## src/rtl/note_sprite_drawer_if.sv

```systemverilog
// Placement-write channel of note_sprite_drawer: the placing agent is master, the drawer is slave.
interface note_sprite_drawer_if #(
  parameter int NUM_SLOTS = 8
);
  localparam int SLOT_W = $clog2(NUM_SLOTS);

  logic              wr_valid;
  logic              wr_ready;
  logic [SLOT_W-1:0] wr_slot;
  logic              wr_en;
  logic [9:0]        wr_x;
  logic [9:0]        wr_y;

  modport master (
    output wr_valid, wr_slot, wr_en, wr_x, wr_y,
    input  wr_ready
  );

  modport slave (
    input  wr_valid, wr_slot, wr_en, wr_x, wr_y,
    output wr_ready
  );
endinterface

```

## src/rtl/note_sprite_drawer.sv

```systemverilog
// Draws up to NUM_SLOTS note sprites: double-buffered placement tables swapped in vblank,
// per-pixel hit test with lowest-slot priority, sprite ROM lookup, fixed 3-cycle latency.
module note_sprite_drawer #(
  parameter int NUM_SLOTS = 8,
  parameter int SPR_W     = 20,
  parameter int SPR_H     = 30
) (
  input  logic                         clk,
  input  logic                         reset,
  input  logic                         frame_start,
  input  logic                         px_valid,
  input  logic [9:0]                   px_x,
  input  logic [9:0]                   px_y,
  note_sprite_drawer_if.slave          wr,
  output logic [9:0]                   rom_addr,
  input  logic                         rom_pixel,
  output logic                         out_valid,
  output logic                         out_on,
  output logic [$clog2(NUM_SLOTS)-1:0] out_slot
);

  localparam int                SLOT_W    = $clog2(NUM_SLOTS);
  localparam logic [SLOT_W-1:0] LAST_SLOT = SLOT_W'(NUM_SLOTS - 1);
  localparam logic [10:0]       SPR_W11   = 11'(SPR_W);
  localparam logic [10:0]       SPR_H11   = 11'(SPR_H);
  localparam logic [9:0]        SPR_W10   = 10'(SPR_W);

  typedef struct packed {
    logic       en;
    logic [9:0] x;
    logic [9:0] y;
  } place_t;

  typedef enum logic {
    IDLE,
    COMMIT
  } state_t;

  place_t            shadow_tab [NUM_SLOTS];
  place_t            active_tab [NUM_SLOTS];
  state_t            state;
  logic [SLOT_W-1:0] commit_idx;

  // Writes are only taken while the active table is not being copied into.
  assign wr.wr_ready = (state == IDLE);

  // ---------------------------------------------------------------------------
  // Placement tables and commit FSM
  // ---------------------------------------------------------------------------
  // NOTE: sequential state uses non-blocking assignments only, so every read in
  // this block sees the value from before the clock edge (the commit copy relies
  // on that when a write lands in the frame_start cycle).
  always_ff @(posedge clk) begin
    if (reset) begin
      state      <= IDLE;
      commit_idx <= '0;
      // NOTE: the tables are small flop arrays, not RAM, so they are cleared in
      // reset; an aborted commit must leave every slot disabled.
      for (int i = 0; i < NUM_SLOTS; i++) begin
        shadow_tab[i] <= '0;
        active_tab[i] <= '0;
      end
    end else begin
      if (wr.wr_valid && wr.wr_ready) begin
        shadow_tab[wr.wr_slot] <= '{en: wr.wr_en, x: wr.wr_x, y: wr.wr_y};
      end

      unique case (state)
        IDLE: begin
          if (frame_start) begin
            state      <= COMMIT;
            commit_idx <= '0;
          end
        end
        COMMIT: begin
          active_tab[commit_idx] <= shadow_tab[commit_idx];
          commit_idx             <= commit_idx + SLOT_W'(1);
          if (commit_idx == LAST_SLOT) begin
            state <= IDLE;
          end
        end
      endcase
    end
  end

  // ---------------------------------------------------------------------------
  // Hit test against the active table (11-bit sums so x+SPR_W never wraps)
  // ---------------------------------------------------------------------------
  logic [NUM_SLOTS-1:0] in_box;

  // NOTE: every variable written in an always_comb gets a default first, so no
  // path can leave it unassigned and infer a latch.
  always_comb begin
    in_box = '0;
    for (int i = 0; i < NUM_SLOTS; i++) begin
      in_box[i] = px_valid && active_tab[i].en
               && ({1'b0, px_x} >= {1'b0, active_tab[i].x})
               && ({1'b0, px_x} <  ({1'b0, active_tab[i].x} + SPR_W11))
               && ({1'b0, px_y} >= {1'b0, active_tab[i].y})
               && ({1'b0, px_y} <  ({1'b0, active_tab[i].y} + SPR_H11));
    end
  end

  logic              hit;
  logic [SLOT_W-1:0] hit_slot;
  logic [9:0]        off_x;
  logic [9:0]        off_y;
  logic [9:0]        addr_c;

  // Scanning from the top slot down lets the lowest-index hit be the last writer.
  always_comb begin
    hit      = 1'b0;
    hit_slot = '0;
    off_x    = '0;
    off_y    = '0;
    for (int i = NUM_SLOTS - 1; i >= 0; i--) begin
      if (in_box[i]) begin
        hit      = 1'b1;
        hit_slot = SLOT_W'(i);
        off_x    = px_x - active_tab[i].x;
        off_y    = px_y - active_tab[i].y;
      end
    end
  end

  // Offsets are zero on a miss, so the address falls to 0 without a mux.
  assign addr_c = off_y * SPR_W10 + off_x;

  // ---------------------------------------------------------------------------
  // Pixel pipeline: stage 1 issues the ROM address, stage 2 waits for ROM data
  // ---------------------------------------------------------------------------
  logic              s1_valid;
  logic              s1_hit;
  logic [SLOT_W-1:0] s1_slot;
  logic              s2_valid;
  logic              s2_hit;
  logic [SLOT_W-1:0] s2_slot;

  always_ff @(posedge clk) begin
    if (reset) begin
      rom_addr  <= '0;
      s1_valid  <= 1'b0;
      s1_hit    <= 1'b0;
      s1_slot   <= '0;
      s2_valid  <= 1'b0;
      s2_hit    <= 1'b0;
      s2_slot   <= '0;
      out_valid <= 1'b0;
      out_on    <= 1'b0;
      out_slot  <= '0;
    end else begin
      rom_addr  <= addr_c;
      s1_valid  <= px_valid;
      s1_hit    <= hit;
      s1_slot   <= hit_slot;
      s2_valid  <= s1_valid;
      s2_hit    <= s1_hit;
      s2_slot   <= s1_slot;
      out_valid <= s2_valid;
      out_on    <= s2_hit && rom_pixel;
      out_slot  <= s2_slot;
    end
  end

endmodule

```

## src/flat_wrapper.sv

```systemverilog
// flat-port wrapper written by rule: the top's interface ports become plain ports
module note_sprite_drawer_flat 
#(
  parameter int NUM_SLOTS = 8,
  parameter int SPR_W     = 20,
  parameter int SPR_H     = 30
)
  (clk, reset, frame_start, px_valid, px_x, px_y, rom_addr, rom_pixel, out_valid, out_on, out_slot, wr_wr_valid, wr_wr_slot, wr_wr_en, wr_wr_x, wr_wr_y, wr_wr_ready);
  note_sprite_drawer_if #(.NUM_SLOTS(NUM_SLOTS)) wr_i ();
  input  logic clk;
  input  logic reset;
  input  logic frame_start;
  input  logic px_valid;
  input  logic [9:0] px_x;
  input  logic [9:0] px_y;
  output logic [9:0] rom_addr;
  input  logic rom_pixel;
  output logic out_valid;
  output logic out_on;
  output logic [$clog2(NUM_SLOTS)-1:0] out_slot;
  input wire logic [$bits(wr_i.wr_valid)-1:0] wr_wr_valid;
  input wire logic [$bits(wr_i.wr_slot)-1:0] wr_wr_slot;
  input wire logic [$bits(wr_i.wr_en)-1:0] wr_wr_en;
  input wire logic [$bits(wr_i.wr_x)-1:0] wr_wr_x;
  input wire logic [$bits(wr_i.wr_y)-1:0] wr_wr_y;
  output wire logic [$bits(wr_i.wr_ready)-1:0] wr_wr_ready;
  assign wr_i.wr_valid = wr_wr_valid;
  assign wr_i.wr_slot = wr_wr_slot;
  assign wr_i.wr_en = wr_wr_en;
  assign wr_i.wr_x = wr_wr_x;
  assign wr_i.wr_y = wr_wr_y;
  assign wr_wr_ready = wr_i.wr_ready;
  note_sprite_drawer #(.NUM_SLOTS(NUM_SLOTS), .SPR_W(SPR_W), .SPR_H(SPR_H)) u_core (.clk(clk), .reset(reset), .frame_start(frame_start), .px_valid(px_valid), .px_x(px_x), .px_y(px_y), .wr(wr_i), .rom_addr(rom_addr), .rom_pixel(rom_pixel), .out_valid(out_valid), .out_on(out_on), .out_slot(out_slot));
endmodule
```

## config.mk

```make
export PLATFORM = sky130hd
export DESIGN_NAME = note_sprite_drawer_flat
export DESIGN_NICKNAME = d
export VERILOG_FILES = /design/src/rtl/note_sprite_drawer_if.sv /design/src/rtl/note_sprite_drawer.sv /design/src/flat_wrapper.sv
export SDC_FILE = /design/constraint.sdc
export NUM_CORES = 1
export LEC_CHECK = 0
export CORE_UTILIZATION = 58
export DETAILED_ROUTE_END_ITERATION = 16
export DONT_BUFFER_PORTS = 1
export PLACE_DENSITY = 0.74
export SLEW_MARGIN = 20
export SYNTH_ARGS = -nofsm -noshare
export SYNTH_HDL_FRONTEND = slang
export SYNTH_SLANG_ARGS = --single-unit
```

## constraint.sdc

```tcl
create_clock -name clk -period 19.95 [get_ports clk]
set_input_delay 3.99 -clock clk [delete_from_list [all_inputs] [get_ports clk]]
set_output_delay 3.99 -clock clk [all_outputs]
set_load 0.01 [all_outputs]
```

==> results of run 1 <==
==> power groups by stage <==
stage               Combinational [uW]  Sequential (uW)  Clock (uW)
CTS                                391              890         855
detailed placement                 388              906           0
finish                             396              890         849
global route                       431              893         880
global placement                   380              905           0
floorplan                          277              900           0
==> logic make-up after synthesis <==
logic type | Yosys count
AO/OA/AOI/OAI | 546
flip-flops | 368
multiplexers | 68
XOR/XNOR | 202
buffers and inverters | 279
adder cells (fa/ha/maj) | 348
AND/OR/NAND/NOR | 874
==> final timing paths <==
kind	from	endpoint	slack, ps
setup / recovery	px_y[0]	u_core.rom_addr[9]	10360
hold / removal	u_core.s2_hit	u_core.out_on	430
setup reg to reg	u_core.active_tab[4][1]	u_core.rom_addr[9]	12940
hold reg to reg	u_core.s2_hit	u_core.out_on	430
==> metal layers <==
| metal | part of all wire | track usage | up-vias |
|---|---|---|---|
| met3 | 0.065 | 0.04532 | 223 |
| li1 | - | - | 9822 |
| met5 | 0 | 0 | - |
| met1 | 0.39 | 0.3969 | 10290 |
| met2 | 0.49 | 0.5750 | 792 |
| met4 | 0.051 | 0.1694 | 0 |
==> synthesized netlist by cell type (6+ instances only) <==
cell type,number,area [um2]
mux4_2,42,945.9
a211oi_1,27,202.7
xnor2_1,154,1349
a211o_1,10,87.58
a221o_1,11,110.1
o2111ai_1,27,236.5
nand2b_1,32,200.2
nand3_1,44,220.2
nor3b_1,6,45.04
edfxtp_1,336,10090
nand2_1,96,360.4
and3_1,10,62.56
clkbuf_1,59,221.5
a31oi_1,14,87.58
and2_1,176,1101
a21oi_1,129,645.6
buf_1,6,22.52
o41ai_1,9,78.83
o21ai_0,105,525.5
o21ai_1,8,40.04
or3_1,14,87.58
o21a_1,32,240.2
a2111oi_0,8,70.07
a21o_1,38,285.3
fa_1,18,360.4
nand4_1,27,168.9
o211ai_1,25,187.7
nor3_1,50,250.2
nor2b_1,45,281.5
nor2_1,316,1186
o21bai_1,11,82.58
o22ai_1,8,50.05
inv_1,201,754.5
ha_1,330,4129
mux2i_1,25,250.2
or2_2,12,75.07
nor4_1,22,137.6
xor2_1,47,411.6
dfxtp_1,32,640.6
a221oi_1,16,140.1
==> final cells by class <==
| class | instances | area, um2 |
|---|---|---|
| fill | 3725 | 16910 |
| inverter | 206 | 773.2 |
| timing repair buffer | 36 | 270.3 |
| sequential | 368 | 10730 |
| tap | 607 | 759.5 |
| clock buffer | 51 | 1064 |
| multi-input combinational | 2038 | 15630 |
| clock inverter | 23 | 420.4 |
==> metrics by stage <==
step           hold slack (ps)  setup slack, ps  power, uW  cells
3_5_place_dp             417.3             9830       1294   3255
4_1_cts                  428.7            10440       2136   3329
6_report                 429.0            10360       2135   3329
3_3_place_gp             412.2            10010       1284   3255
2_1_floorplan            402.0            10770       1177   2685
5_1_grt                  443.3             9942       2205   3329
==> critical path, cell delays in order <==
cell	delay, ps
inv_1	290
ha_1	250
inv_1	70
fa_1	410
a21oi_1	230
o2111ai_1	190
nor4b_1	350
nor4_1	120
and3_1	390
or2_1	390
nor2_1	500
o21ai_0	240
o21ai_1	250
ha_1	270
ha_1	230
fa_1	460
ha_1	360
a21oi_1	230
o21ai_0	150
xnor2_1	150
xnor2_1	260
xnor2_2	150
mux2i_1	190
==> flip-flops by register name, summed over array words and instances (netlist names), named ones only <==
name	count
u_core.s2_slot	3
u_core.out_valid	1
u_core.s1_slot	3
u_core.active_tab	168
u_core.s1_hit	1
u_core.rom_addr	10
u_core.s2_hit	1
u_core.out_on	1
u_core.commit_idx	3
u_core.out_slot	3
u_core.state	1
u_core.shadow_tab	168
u_core.s1_valid	1
u_core.s2_valid	1
==> metrics, run 1 <==
Worst setup SP type=input port; height of the die=219.2 um; Critical Path Fanout Max=10; Starting Density=0.5879; Synth Flop Type=edfxtp_1; # diodes=0; DIE AREA=48060 um2; io pins=66; DR vias/cell=6.346; outcome=completed; maximum root-to-sink buffer count=3; post-route ant nets=0; Setup Skew=roughly 42 ps; number of clock buffers inserted by TritonCTS=41; Cells after Synth=2685; initial antenna violation count=0; Sw Ratio=0.2772; final instance area=29650 um2; CTS tree=built; largest net degree at the start of global routing=50; Yosys warnings=0; H-tree levels=2; largest family of logic cells by synthesized area=adder cells; post-DR wirelength/cell=23.63 um; initial DRC count=1541; Clock Sinks=368; asr flop ratio synth=0; worst-case reg-to-reg path depth=27; Initial DRT Pass Iterations=5; Max Freq=104.3 MHz; multiplexer area fraction after synthesis=0.04412; Mapped Area=27370 um2; RSZ-0062 raised after global routing=false; DRC Markers=0; Pint=about 1500 uW; CTS Root Cell=clkbuf_16; sequential power share=0.417; leakage=0.01171 uW; Final setup viols=0; die width=219.2 um; Hold Crit Depth=2; sequential-to-total area share from yosys stat=0.3921; number of flops mapped to enable cells by yosys=about 340; most frequent cells in the layout=edfxtp_1, ha_1, nor2_1; I/O Buffers=0; Final period util=0.4808; adder-cell share of the synthesized area=0.1640; Max IR drop VDD=69.93 uV; area growth from synthesis to layout=8.334%; Yosys reg bits=around 370; Clk network pwr share=0.398; post-cts sizing count=0; final hold violation count=0; fin util=0.6369; DP Wirelength=57060 um; GPL Wtd Cong=approximately 0.98; Setup CP Type=in -> reg; routed vias=21.13k; final wirelength=78670 um; row cnt=between 70 and 80; Hold Crit Class=reg -> reg; Worst Max-Slew Pin Slew=1179 ps; Worst setup EP type=register; post-synthesis xor/xnor area fraction=0.06492; Worst EP arrival=10110 ps; Logic pwr share=0.185; Slew Viols, Final=0; Synth Area in Compound Gates=0.1356; syn_area_per_cell=~10 um2; cell area after placement=roughly 28000 um2; commonest non-fill, non-tap cell in the layout=edfxtp_1; Clock Latency Late Sink=between 600 and 700 ps; Period minus WS final=approximately 9600 ps; vias in the first global route=21.21k; Cell variety after synth=89; PwrDens=72.01 nW/um2; Nets=3089; simple-gate area share of the yosys netlist=0.1601; core box area=46560 um2; CTS Hold Bufs=0; Worst Path Required=approximately 20000 ps; Post-CTS Setup Bufs=0; GRT Util Overall=0.3298; Slew headroom=0.1987; first-pass GRT wire length=118700 um; Max-Cap Viols=0; setup TNS=0 ps; Post-Syn Nets=a little over 3k; Net Sw Power=slightly below 600 uW; gr ovfl total=0; share of layout cells above drive strength 1=0.07311; clk slew on worst S/H paths=60 ps
Power figures use the tool's default switching activity.
==> run 2, diff against run 1 <==
--- a/config.mk
+++ b/config.mk
@@ -8,7 +8,7 @@
 export CORE_UTILIZATION = 58
 export DETAILED_ROUTE_END_ITERATION = 16
 export DONT_BUFFER_PORTS = 1
-export PLACE_DENSITY = 0.74
+export PLACE_DENSITY = 0.76
 export SLEW_MARGIN = 20
 export SYNTH_ARGS = -nofsm -noshare
 export SYNTH_HDL_FRONTEND = slang
==> constraint.sdc (replaced) <==
create_clock -name clk -period 8.8 [get_ports clk]
set_input_delay 1.76 -clock clk [delete_from_list [all_inputs] [get_ports clk]]
set_output_delay 1.76 -clock clk [all_outputs]
set_load 0.01 [all_outputs]
==> run 2 against run 1 <==
Effect of this change: setup slack lost 9200 ps; final cell count grew 0.15%; global-route usage about the same; core utilization fell by 0.20 points; critical endpoint unchanged; largest power group unchanged.
==> metrics, run 2 (same netlist as run 1, synthesis figures left out) <==
Setup CP Type=in -> reg; Post-CTS Setup Bufs=0 (unchanged); most frequent cells in the layout=edfxtp_1, ha_1, nor2_1; DP Wirelength=56160 um (-1.6%); H-tree levels=2 (unchanged); CP endpoint=u_core.rom_addr[9]; Starting Density=0.5879 (unchanged); DR vias/cell=6.265 (-1.3%); post-route ant nets=0 (unchanged); height of the die=219.2 um (unchanged); io pins=66 (unchanged); clk slew on worst S/H paths=50 ps (about the same); leakage=0.01167 uW (-0.28%); maximum root-to-sink buffer count=3 (unchanged); share of layout cells above drive strength 1=0.07481 (+0.001699); Max Freq=130.7 MHz; r2r endpoint=u_core.rom_addr[9]; start of the worst register-to-register path=u_core.active_tab[4][1]; GPL Wtd Cong=1.007 (+3.1%); Worst Path Required=9290 ps (-11180 ps); Worst setup EP type=register; I/O Buffers=0 (unchanged); number of clock buffers inserted by TritonCTS=42 (+2.4%); largest net degree at the start of global routing=50 (unchanged); CTS Root Cell=clkbuf_16; post-route insts no fill=3334 (+0.15%); biggest regs=u_core.active_tab (168), u_core.shadow_tab (168), u_core.rom_addr (10); gr ovfl total=0 (unchanged); Final setup viols=0 (unchanged); R2R Setup Slk=1840 ps (-11100 ps); Clock Sinks=368 (unchanged); Worst setup SP type=input port; Critical Path Fanout Max=10 (unchanged); final wirelength=77920 um (-0.95%); Slew headroom=0.1952 (-0.003487); fin util=0.6349 (-0.001962); Period minus WS final=7649 ps; Slew Viols, Final=0 (unchanged); PwrDens=157.1 nW/um2 (+120%); vias in the first global route=20.87k (-1.6%); # diodes=0 (unchanged); row cnt=79 (unchanged); post-DR wirelength/cell=23.37 um (-1.1%); DRC Markers=0 (unchanged); core box area=46560 um2 (unchanged); Inst Count DP=3256 (+0.031%); CTS tree=built; DIE AREA=48060 um2 (unchanged); final hold violation count=0 (unchanged); Clock Latency Late Sink=600 ps (about the same); GRT Util Overall=0.3297 (about the same); Worst Max-Slew Pin Slew=1184 ps (+5.129 ps); post-cts sizing count=0 (unchanged); outcome=completed; CTS Hold Bufs=0 (unchanged); CP Launch Point=px_y[0]; Max-Cap Viols=0 (unchanged); initial DRC count=1559 (+1.2%); Hold Crit Class=reg -> reg; Nets=3091 (+0.065%); Final period util=0.8692; setup TNS=0 ps (unchanged); Setup Skew=36.87 ps (-5.098 ps); Initial DRT Pass Iterations=7 (+2); area growth from synthesis to layout=8.000%; first-pass GRT wire length=118500 um (-0.13%); commonest non-fill, non-tap cell in the layout=edfxtp_1; die width=219.2 um (unchanged); initial antenna violation count=0 (unchanged); RSZ-0062 raised after global routing=false; Worst EP arrival=8140 ps (-1970 ps); Max IR drop VDD=192.5 uV (+180%); worst-case reg-to-reg path depth=27 (unchanged); routed vias=20.89k (-1.1%)
run 2: how the worst min path moves through the flow:
| stage | endpoint | start | slack, ps | cells past startpoint |
|---|---|---|---|---|
| 2_1_floorplan | u_core.out_on | u_core.s2_hit | 400 | 2 |
| 3_3_place_gp | u_core.out_on | u_core.s2_hit | 410 | 2 |
| 3_5_place_dp | u_core.out_on | u_core.s2_hit | 410 | 2 |
| 4_1_cts | u_core.out_on | u_core.s2_hit | 410 | 2 |
| 5_1_grt | u_core.out_on | u_core.s2_hit | 430 | 2 |
| 6_report | u_core.out_on | u_core.s2_hit | 410 | 2 |
run 2: layout make-up:
cell class,instances,area [um2]
Fill cell,3673,17000
Inverter,206,773.2
Multi-Input combinational cell,2038,15630
Tap cell,607,759.5
Clock inverter,28,254.0
Timing Repair Buffer,37,281.5
Clock buffer,50,1122
Sequential cell,368,10730
run 2: through the flow:
step	hold WS (ps)	total power [uW]	worst slack [ps]	instance area, um2
2_1_floorplan	402.0	2668	1852	27370
3_3_place_gp	410.2	2907	893.1	28160
3_5_place_dp	407.2	2929	678.1	28170
4_1_cts	414.4	4648	1241	29550
5_1_grt	426.3	4812	679.0	29560
6_report	414.0	4645	1151	29560
run 2: metal layers:
layer / routed length, um / track usage / vias up
li1: - / - / 9825
met5: 0 / 0 / -
met4: 3566 / 0.1606 / 0
met1: 31380 / 0.3992 / 10141
met2: 38400 / 0.5751 / 712
met3: 4577 / 0.04629 / 208
run 2: power breakdown:
group	internal [uW]	total [uW]	switching, uW
registers	1980	2020	41.7
logic	358	889	531
clock network	982	1740	754
total	3320	4640	1330
run 2: worst max-delay path, stage by stage:
cell and delay [ps]:
inv_1 350, ha_1 260, inv_1 70, fa_1 390
a21oi_1 240, o2111ai_1 210, nor4b_1 360, nor4_1 140
and3_1 360, or2_1 400, nor2_1 590, o21ai_0 260
o21ai_1 260, ha_1 270, ha_1 220, fa_1 450
ha_1 350, a21oi_1 230, o21ai_0 150, xnor2_1 150
xnor2_1 250, xnor2_2 150, mux2i_1 210
==> run 3, diff against run 2 <==
--- a/config.mk
+++ b/config.mk
@@ -7,8 +7,7 @@
 export LEC_CHECK = 0
 export CORE_UTILIZATION = 58
 export DETAILED_ROUTE_END_ITERATION = 16
-export DONT_BUFFER_PORTS = 1
-export PLACE_DENSITY = 0.76
+export PLACE_DENSITY = 0.78
 export SLEW_MARGIN = 20
 export SYNTH_ARGS = -nofsm -noshare
 export SYNTH_HDL_FRONTEND = slang
==> constraint.sdc (replaced) <==
create_clock -name clk -period 8.8 [get_ports clk]
set_input_delay 1.76 -clock clk [delete_from_list [all_inputs] [get_ports clk]]
set_output_delay 1.76 -clock clk [all_outputs]
set_load 0.05 [all_outputs]
==> run 3 against run 2 <==
Effect of this change: clock-buffer cell count increased by 8; core utilization increased by 2.1 points; clock power increased by 5%; routed wire length increased by 4.3%; global-route usage increased by 1.0 points; fmax about the same; combinational power increased by 14%; flip-flop and latch count unchanged; first-iteration DRC count increased by 7.2%; critical path type unchanged; largest cell class unchanged.
==> metrics, run 3 (same netlist as run 1, synthesis figures left out) <==
Sw Ratio=0.2940 (+0.008223); sequential power share=0.416 (-0.019); routed vias=21.71k (+3.9%); # diodes=0 (unchanged); gr ovfl total=0 (unchanged); hold slack=419.8 ps (+5.758 ps); worst-path cell chain=clkdlybuf4s50_1 -> buf_4 -> fa_1 -> a211oi_1 -> o21bai_1 -> a2111oi_0 -> a211oi_2 -> o211ai_2 -> inv_2 -> buf_4 -> o311a_1 -> o21ai_1 -> ha_1 -> ha_1 -> fa_1 -> ha_1 -> a21oi_1 -> o21ai_0 -> xnor2_1 -> xnor2_1 -> xnor2_2 -> mux2i_1; Slew headroom=0.2090 (+0.01381); commonest non-fill, non-tap cell in the layout=edfxtp_1; area growth from synthesis to layout=11.66%; first-pass GRT wire length=121800 um (+2.8%); GRT Util Overall=0.3400 (+0.01035); Starting Density=0.5879 (unchanged); Worst EP arrival=8170 ps (+30 ps); Initial DRT Pass Iterations=7 (unchanged); DRC Markers=0 (unchanged); io pins=66 (unchanged); vias in the first global route=21.40k (+2.5%); CP max-delay cell=clkdlybuf4s50_1; Logic pwr share=0.208 (+0.017); GPL Wtd Cong=0.9866 (-2.0%); most used cell, CP=ha_1; Max Freq=130.6 MHz (about the same); RSZ-0062 raised after global routing=false; DR vias/cell=6.312 (+0.75%); DP Wirelength=60510 um (+7.7%); Pint=3424 uW (+3.2%); initial antenna violation count=0 (unchanged); Worst Max-Slew Pin Slew=1163 ps (-20.32 ps); Clock Latency Late Sink=600 ps (about the same); final wirelength=81270 um (+4.3%); CTS Hold Bufs=0 (unchanged); H-tree levels=2 (unchanged); post-cts sizing count=0 (unchanged); setup TNS=0 ps (unchanged); I/O Buffers=65 (+65); share of layout cells above drive strength 1=0.08651 (+0.01170); Worst setup EP type=register; Period minus WS final=7654 ps (+5.890 ps); Tot Pwr=4849 uW (+4.4%); cell area after placement=29120 um2 (+3.3%); WP buf/inv=4 (+2); biggest regs=u_core.active_tab (168), u_core.shadow_tab (168), u_core.rom_addr (10); CTS Root Cell=clkbuf_16; number of clock buffers inserted by TritonCTS=44 (+4.8%); die width=219.2 um (unchanged); Critical Path Fanout Max=13 (+3); initial DRC count=1671 (+7.2%); Clock Sinks=368 (unchanged); post-DR wirelength/cell=23.63 um (+1.1%); CP peak stage delay=730 ps (+140 ps); Inst Count DP=3362 (+3.3%); final instance area=30560 um2 (+3.4%); final hold violation count=0 (unchanged); most frequent cells in the layout=edfxtp_1, ha_1, nor2_1; Final setup viols=0 (unchanged); number of fill cells in the layout=3647 (-0.71%); Clk network pwr share=0.376 (+0.002); family with the most delay on the worst path=compound AO/OA/AOI/OAI gates; row cnt=79 (unchanged); Nets=3199 (+3.5%); post-route ant nets=0 (unchanged); leakage=0.01215 uW (+4.1%); Net Sw Power=1426 uW (+7.4%); maximum root-to-sink buffer count=3 (unchanged); Final period util=0.8698 (about the same); Setup CP Type=in -> reg; post-route insts no fill=3439 (+3.1%); clk slew on worst S/H paths=60 ps (about the same); core box area=46560 um2 (unchanged); height of the die=219.2 um (unchanged); outcome=completed; Worst setup SP type=input port; CTS tree=built; Post-CTS Setup Bufs=0 (unchanged); Max-Cap Viols=0 (unchanged); largest net degree at the start of global routing=49 (-2.0%); Max IR drop VDD=161.9 uV (-16%); Slew Viols, Final=0 (unchanged); Worst Path Required=9320 ps (+30 ps); DIE AREA=48060 um2 (unchanged); Setup Skew=18.11 ps (-18.76 ps); Hold Crit Class=reg -> reg; PwrDens=158.7 nW/um2 (+0.99%)
## run 3: changes by cell type in the layout (fill, tap and decap cells not counted), sizes merged
cell           before  now
clkinv             24   11
bufinv              2    1
clkbuf             50   58
clkinvlp            2    1
buf                37   79
inv               206  212
clkdlybuf4s50       0   64
## run 3: cell type report
| cell class | count | area (um2) | share of cell area |
|---|---|---|---|
| Timing Repair Buffer | 143 | 1231 | 0.04029 |
| Sequential cell | 368 | 10730 | 0.3513 |
| Clock buffer | 58 | 1269 | 0.04152 |
| Multi-Input combinational cell | 2038 | 15630 | 0.5114 |
| Clock inverter | 19 | 163.9 | 0.005364 |
| Inverter | 206 | 773.2 | 0.02530 |
| Tap cell | 607 | 759.5 | 0.02485 |
## run 3: worst register-to-register path, stage by stage, from the launching register on
cell and delay [ps]:
edfxtp_1 430, inv_1 190, ha_1 210, nand3_1 120, and3_1 230, nand3_1 100, xnor2_1 80, ha_1 210
or4_1 530, a221oi_1 310, o211ai_1 160, a211oi_2 310, o211ai_2 200, buf_4 250, o21ai_0 180, o22ai_1 110
a221o_1 400, ha_1 310, ha_1 230, fa_1 450, ha_1 350, a21oi_1 230, o21ai_0 160, xnor2_1 160
xnor2_1 250, xnor2_2 150, mux2i_1 220
## run 3: power by group through the flow
stage	Combinational (uW)	Clock [uW]	Sequential (uW)
floorplan	630	0	2050
global placement	971	0	2050
detailed placement	989	0	2050
CTS	995	1840	2020
global route	1090	1890	2020
finish	1010	1820	2020
## run 3: layer usage
layer / up-vias / global-route usage / part of all wire
li1: 10053 / - / -
met1: 10556 / 0.4162 / 0.40
met3: 241 / 0.04685 / 0.066
met2: 856 / 0.5901 / 0.49
met4: 0 / 0.1623 / 0.050
met5: - / 0 / 0
## run 3: per-stage QoR
step | utilization | worst slack [ps]
finish | 0.6564 | 1146
global route | 0.6564 | 874.1
CTS | 0.6562 | 1207
detailed placement | 0.6254 | 621.1
global placement | 0.6254 | 622.7
floorplan | - | 1852
## run 3: final timing paths
kind,cells past startpoint,start,to,slack [ps]
setup / recovery,22,px_y[1],u_core.rom_addr[9],1150
setup reg to reg,26,u_core.active_tab[4][1],u_core.rom_addr[9],2170
hold reg to reg,2,u_core.s2_hit,u_core.out_on,420
hold / removal,2,u_core.s2_hit,u_core.out_on,420
